File: config.mk
export PLATFORM = sky130hd
export DESIGN_NAME = column_end_readout
export DESIGN_NICKNAME = d
export VERILOG_FILES = /design/src/rtl/pixel_rout_pkg.sv /design/src/rtl/rout_sync_fifo.sv /design/src/rtl/column_end_readout.sv
export SDC_FILE = /design/constraint.sdc
export NUM_CORES = 1
export LEC_CHECK = 0
export ABC_CLOCK_PERIOD_IN_PS = 11000
export CAP_MARGIN = 20
export CORE_ASPECT_RATIO = 1.1
export CORE_MARGIN = 4
export CORE_UTILIZATION = 40
export CTS_BUF_LIST = sky130_fd_sc_hd__clkbuf_4 sky130_fd_sc_hd__clkbuf_8 sky130_fd_sc_hd__clkbuf_16
export CTS_CLUSTER_DIAMETER = 80
export DETAILED_ROUTE_END_ITERATION = 7
export PLACE_DENSITY_LB_ADDON = 0.12
export SLEW_MARGIN = 40
export SYNTH_ARGS = -nofsm -noshare
export SYNTH_HDL_FRONTEND = slang
export SYNTH_SLANG_ARGS = --single-unit
export TNS_END_PERCENT = 1
File: constraint.sdc
create_clock -name clk_40MHz -period 11 [get_ports clk_40MHz]
set_input_delay 2.75 -clock clk_40MHz [delete_from_list [all_inputs] [get_ports clk_40MHz]]
set_output_delay 2.75 -clock clk_40MHz [all_outputs]
set_load 0.02 [all_outputs]
File: src/rtl/pixel_rout_pkg.sv
`default_nettype none
// ============================================================================
//  Module      : pixel_rout_pkg
//  Description : Shared constants and capture-FSM encoding for the
//                super-pixel column-end readout.
//  Revision    : 1.0 - initial release
// ============================================================================
package pixel_rout_pkg;

    // Arbiter word width and the index of its hit-valid flag
    localparam int ARB_DATA_W    = 26;
    localparam int ARB_VALID_BIT = 25;

    // Default column-address tag width
    localparam int COL_ADDR_W_DEF = 5;

    // Accepted-word counter width
    localparam int HIT_CNT_W = 16;

    // Capture FSM: IDLE offers the handshake, ACK withholds it for one cycle
    typedef enum logic [0:0] {
        IDLE = 1'b0,
        ACK  = 1'b1
    } cap_state_e;

endpackage : pixel_rout_pkg
`default_nettype wire

File: src/rtl/rout_sync_fifo.sv
`default_nettype none
// ============================================================================
//  Module      : rout_sync_fifo
//  Description : Single-clock synchronous FIFO with registered full flag,
//                occupancy count and synchronous active-low reset.
//                DEPTH must be a power of two (>= 2).
//  Revision    : 1.0 - initial release
// ============================================================================
module rout_sync_fifo #(
    parameter int WIDTH = 30,
    parameter int DEPTH = 8
) (
    input  logic                     clk_i,
    input  logic                     rst_ni,
    input  logic                     push_i,
    input  logic [WIDTH-1:0]         data_i,
    input  logic                     pop_i,
    output logic [WIDTH-1:0]         data_o,
    output logic                     full_o,
    output logic                     empty_o,
    output logic [$clog2(DEPTH):0]   count_o
);

    localparam int AW = $clog2(DEPTH);
    localparam int CW = AW + 1;
    localparam logic [CW-1:0] FULL_CNT = CW'(DEPTH);

    logic [WIDTH-1:0] mem_q [DEPTH];
    logic [AW-1:0]    wr_ptr_q, rd_ptr_q;
    logic [CW-1:0]    count_q, count_d;
    logic             full_q;
    logic             do_push, do_pop;

    // Pushes are blocked by the registered full flag; pops of an empty FIFO are dropped
    assign do_push = push_i && !full_q;
    assign do_pop  = pop_i && (count_q != '0);

    // Next occupancy: a simultaneous push and pop leaves the count unchanged
    always_comb begin
        count_d = count_q;
        case ({do_push, do_pop})
            2'b10:   count_d = count_q + 1'b1;
            2'b01:   count_d = count_q - 1'b1;
            default: count_d = count_q;
        endcase
    end

    // Pointer, count and full-flag state; pointers wrap naturally at DEPTH
    always_ff @(posedge clk_i) begin
        if (!rst_ni) begin
            wr_ptr_q <= '0;
            rd_ptr_q <= '0;
            count_q  <= '0;
            full_q   <= 1'b0;
        end else begin
            if (do_push) wr_ptr_q <= wr_ptr_q + 1'b1;
            if (do_pop)  rd_ptr_q <= rd_ptr_q + 1'b1;
            count_q <= count_d;
            full_q  <= (count_d == FULL_CNT);
        end
    end

    // Storage array; contents need no reset since count gates visibility
    always_ff @(posedge clk_i) begin
        if (do_push) mem_q[wr_ptr_q] <= data_i;
    end

    assign data_o  = mem_q[rd_ptr_q];
    assign full_o  = full_q;
    assign empty_o = (count_q == '0);
    assign count_o = count_q;

endmodule : rout_sync_fifo
`default_nettype wire

File: src/rtl/column_end_readout.sv
`default_nettype none
// ============================================================================
//  Module      : column_end_readout
//  Description : Column-end receiver for the super-pixel arbiter chain.
//                Acknowledges arbiter words over shake_hands_next, tags them
//                with the column address and buffers them for the chip-level
//                valid/ready readout.
//  Options     : ROUT_HIT_CNT_EN - adds the 16-bit saturating hit_cnt output
//                cleared by a shutter rising edge.
//  Revision    : 1.0 - initial release
// ============================================================================
module column_end_readout
    import pixel_rout_pkg::*;
#(
    parameter int COL_ADDR_W = COL_ADDR_W_DEF,
    parameter int FIFO_DEPTH = 8,
    parameter int DATA_W     = ARB_DATA_W
) (
    input  logic                           clk_40MHz,
    input  logic                           rst_n,
    input  logic [COL_ADDR_W-1:0]          col_addr,
    input  logic [DATA_W-1:0]              arbiter_data,
    output logic                           shake_hands_next,
    input  logic                           shutter,
    output logic [COL_ADDR_W+DATA_W-2:0]   out_data,
    output logic                           out_valid,
    input  logic                           out_ready,
    output logic                           fifo_full
`ifdef ROUT_HIT_CNT_EN
    ,
    output logic [HIT_CNT_W-1:0]           hit_cnt
`endif
);

    localparam int TAG_W = COL_ADDR_W + DATA_W - 1;

    cap_state_e                  state_q, state_d;
    logic                        wr_en;
    logic                        fifo_empty;
    logic [TAG_W-1:0]            tagged_word;
    logic [$clog2(FIFO_DEPTH):0] fifo_count_unused;

    // A word is taken only from IDLE, with space left and its hit flag set
    assign wr_en       = (state_q == IDLE) && !fifo_full && arbiter_data[DATA_W-1];
    assign tagged_word = {col_addr, arbiter_data[DATA_W-2:0]};

    // Capture FSM state register
    always_ff @(posedge clk_40MHz) begin
        if (!rst_n) state_q <= IDLE;
        else        state_q <= state_d;
    end

    // Capture FSM next state: ACK always lasts exactly one cycle
    always_comb begin
        state_d = state_q;
        case (state_q)
            IDLE:    if (wr_en) state_d = ACK;
            ACK:     state_d = IDLE;
            default: state_d = IDLE;
        endcase
    end

    // Capture FSM output: acknowledge is held low throughout reset
    always_comb begin
        shake_hands_next = 1'b0;
        if (rst_n && (state_q == IDLE) && !fifo_full) shake_hands_next = 1'b1;
    end

    rout_sync_fifo #(
        .WIDTH (TAG_W),
        .DEPTH (FIFO_DEPTH)
    ) u_fifo (
        .clk_i   (clk_40MHz),
        .rst_ni  (rst_n),
        .push_i  (wr_en),
        .data_i  (tagged_word),
        .pop_i   (out_ready),
        .data_o  (out_data),
        .full_o  (fifo_full),
        .empty_o (fifo_empty),
        .count_o (fifo_count_unused)
    );

    assign out_valid = !fifo_empty;

`ifdef ROUT_HIT_CNT_EN
    logic                 shutter_q;
    logic [HIT_CNT_W-1:0] hit_cnt_q, hit_cnt_d;

    // Hit counter next value: shutter rise clears, otherwise saturating increment
    always_comb begin
        hit_cnt_d = hit_cnt_q;
        if (shutter && !shutter_q)
            hit_cnt_d = '0;
        else if (wr_en && (hit_cnt_q != {HIT_CNT_W{1'b1}}))
            hit_cnt_d = hit_cnt_q + 1'b1;
    end

    // Hit counter and shutter history registers
    always_ff @(posedge clk_40MHz) begin
        if (!rst_n) begin
            shutter_q <= 1'b0;
            hit_cnt_q <= '0;
        end else begin
            shutter_q <= shutter;
            hit_cnt_q <= hit_cnt_d;
        end
    end

    assign hit_cnt = hit_cnt_q;
`else
    // Shutter is kept only for pin compatibility in this build
    logic shutter_unused;
    assign shutter_unused = shutter;
`endif

endmodule : column_end_readout
`default_nettype wire

==> impl_summary.md <==
Critical path
The beginning of the worst register-to-register path is state_q. The kind of critical path is input port to output pin. STA puts the critical path data arrival time at about 4.3 ns. The data required time of the worst path is a little over 8 ns. The launching element type of the critical path is an input port. The number of cell instances on the worst register-to-register path is 9. The largest incremental delay on the critical path is 0.64 ns. The end of the worst register-to-register path is u_fifo.full_o.

The sort of element at the end of the critical path is an output pin. The maximum net fanout on the critical path is 13. The critical path goes through clkdlybuf4s50_1, inv_1, nor3_1, clkdlybuf4s50_1. The setup check on the worst reg-to-reg path leaves a slack of 7.89 ns. On the critical path, the stage with the largest delay is an instance of clkdlybuf4s50_1. The dominant cell type by count on the critical path is clkdlybuf4s50_1.

Logic synthesis
The distinct cell type count of the synthesized netlist is 31. Measured against the total synthesized area, the mux share comes to 0.194. The cell area that synthesis handed to floorplanning was roughly 0.01 mm². A synthesized cell averages about 23 µm². Counting every instance in the synthesized netlist gives 432. The net count after synthesis is approximately 470. The post-synthesis share of cell area spent on full adders, half adders and majority gates is 0.00627.

The complex-gate fraction of the synthesized area is 0.00740. After synthesis, the largest family of logic cells by area is multiplexers. For this run, the number of Yosys warnings is 0. Of the synthesized area, sequential elements account for 0.753.

Of the total synthesized cell area, the portion taken by XOR and XNOR cells is 0.00615. The post-synthesis share of cell area spent on and, or, nand and nor gates is 0.0193. The synthesized flop and latch total is between 200 and 300.

Placement
Buffers placed on the I/O ports in this run total 66. The post-detailed-placement half-perimeter wirelength is roughly 10000 µm. The final weighted congestion in routability-driven placement is 0.675.

Clock tree
The number of H-tree levels is 1. The longest clock path from root to sink contains 3 buffers. The root buffer cell chosen for the clock tree is clkbuf_16. The number of hold buffers added after CTS was 0. The clock-pin slew reported for the worst setup and hold paths after clock tree synthesis is ~0.060 ns. The number of buffers inserted by post-CTS setup repair is 0. The count of instances resized after the clock tree is built is 0. TritonCTS created 26 clock buffers. The latest clock arrival within the worst-skew pair is 0.52 ns. For this design, the sink count on the clock tree is between 200 and 300.

The CTS tree is built.

Hold path
The worst hold path begins at u_fifo.rd_ptr_q[1]. Along the worst hold path, the cell count comes to 2. The path category of the worst min-delay check is register to register.

Timing
Setup violations remaining at the end of the flow were counted as 0. The worst max-slew margin expressed relative to the limit is 0.498. On the final layout, the worst clock skew is about 0.016 ns.

Of the available clock period, the critical path in the final layout requires 0.637. The achievable clock frequency is about 140 MHz. The clock period minus worst slack is between 7 and 8 ns. The number of pins with negative max-slew slack in the final report is 0. For the pin with the worst max-slew slack, the measured transition is around 0.75 ns.

Setup repair after global routing left no endpoint under its margin. The total negative slack is 0 ns. The count of endpoints failing hold in the final timing report is 0.

Route
The first detailed-routing pass ran for 5 iterations. The final routed wire length divided by cell count is 22.0 µm. For this block, the via count after detailed routing is 4440.

The remaining routing DRC violations is 0. The detailed-route vias per instance is roughly 5.2. The first routing iteration left around 230 violations. The count of nets left with antenna violations after detail routing is 0. The total detailed-routing wirelength is between 15000 and 20000 µm.

Pwr
The worst-case vdd ir drop is 0.000163 V. The design draws 2.57 mW. The power density over the cells is 215 mW/mm². The leakage power is 3.87 nW.

Finish
Leaving out fill and tap cells, the most frequent cell in the layout is edfxtp_1. 0 antenna diodes ended up in the layout. In the final layout, the share of cells above drive strength 1 is 0.186. The filler cells instantiated in the layout total about 1900. In the layout the commonest cells are 240 x edfxtp_1, 66 x clkdlybuf4s50_1, 60 x mux4_1, 30 x mux2_2, 27 x clkbuf_16. The net count of the finished layout is about 560. The synthesis-to-finish area growth is 19.8%.

Floorplanning
The core box area is between 0.02 and 0.025 mm². After floorplanning, the core was divided into 60 placement rows. The die covers between 0.02 and 0.03 mm². The chip width is between 150 and 200 µm. The number of top-level design ports is 68. The floorplan die height is approximately 170 µm. The initial cell density of the core is 0.406.

Global route
The via count of the first global-routing pass came to a little under 5000. Global routing finished with a remaining overflow of 0. Entering global routing, the biggest net connects 61 pins. The number of antenna violations at the first check in global routing is 0. The first global-routing pass estimated ~28000 µm of wire. The total global-route track usage is 0.136.

Run
The max-cap violation count is 0.

Run status
The run finished with clean final reports.
metal layers:
| metal | global-route usage | wire length (µm) |
|---|---|---|
| met1 | 0.186 | 8080 |
| met2 | 0.228 | 9470 |
| met5 | 0 | 0 |
| met3 | 0.0200 | 731 |
| met4 | 0.0348 | 375 |
worst max-delay path, delay by kind of cell:
| kind | cells | cell delay [ns] |
|---|---|---|
| buf+inv | 3 | 1.30 |
| simple gates | 1 | 0.21 |
synth_stat cells:
master,number,area share
and2_1,1,0.00063
nor3b_1,1,0.00075
nand2b_1,2,0.0013
mux2i_1,2,0.0020
mux4_1,60,0.16
nand2_1,8,0.0030
a22oi_1,1,0.00075
o21ai_1,1,0.00050
a2111oi_2,1,0.0015
nor2_1,14,0.0053
clkbuf_1,11,0.0041
or4_4,1,0.0011
ha_1,5,0.0063
nor4_1,1,0.00063
buf_2,1,0.00050
nand4b_1,1,0.00088
nor2b_1,2,0.0013
xnor2_1,2,0.0018
edfxtp_1,240,0.72
xor2_1,5,0.0044
nand3_1,3,0.0015
a211o_2,1,0.0010
nor3_1,6,0.0030
mux2_2,30,0.034
buf_6,7,0.0079
o211ai_1,1,0.00075
a21oi_1,4,0.0020
buf_4,1,0.00075
a211o_1,1,0.00088
dfxtp_1,15,0.030
inv_1,3,0.0011
flip-flops by register name (all words and copies together), names as in the netlist, named ones only:
name / flops
state_q: 1
u_fifo.rd_ptr_q: 3
u_fifo.wr_ptr_q: 3
u_fifo.mem_q: 240
u_fifo.count_o: 4
u_fifo.full_o: 1
per-stage QoR:
stage / worst slack (ns) / utilization / cell area [µm²] / std cells / hold slack, ns
4_1_cts: 3.97 / 0.486 / 11900 / 849 / 0.488
2_1_floorplan: 4.21 / - / 9980 / 432 / 0.454
3_5_place_dp: 3.99 / 0.451 / 11100 / 801 / 0.480
6_report: 3.99 / 0.487 / 12000 / 849 / 0.485
3_3_place_gp: 4.02 / 0.449 / 11000 / 799 / 0.461
5_1_grt: 3.88 / 0.487 / 12000 / 849 / 0.510
final cells by class:
type / instances / area (µm²) / area share
sequential: 255 / 7520 / 0.629
multi-input combinational: 154 / 2390 / 0.200
timing repair buffer: 79 / 787 / 0.0659
clock buffer: 35 / 736 / 0.0616
tap: 310 / 388 / 0.0325
clock inverter: 13 / 120 / 0.0101
inverter: 3 / 11.3 / 0.000942
power breakdown:
group          switching (mW)  internal [mW]  total, mW  leakage, nW
clock network           0.342          0.517      0.859        0.424
logic                   0.267          0.308      0.575         1.15
registers              0.0317           1.11       1.14         2.30
worst max-delay path by stage:
stage                startpoint                 end  slack [ns]  cells after the start
3_5_place_dp              rst_n    shake_hands_next        3.99                      4
4_1_cts                   rst_n    shake_hands_next        3.97                      4
6_report                  rst_n    shake_hands_next        3.99                      4
3_3_place_gp              rst_n    shake_hands_next        4.02                      4
5_1_grt                   rst_n    shake_hands_next        3.88                      4
2_1_floorplan  arbiter_data[25]  u_fifo.mem_q[0][0]        4.21                      3
logic make-up after synthesis:
kind of cell,after synthesis
flops,255
mux,92
simple gates,40
buf+inv,23
compound gates,10
xor+xnor,7
fa+ha+maj,5
(Power assumes the default switching activity.)
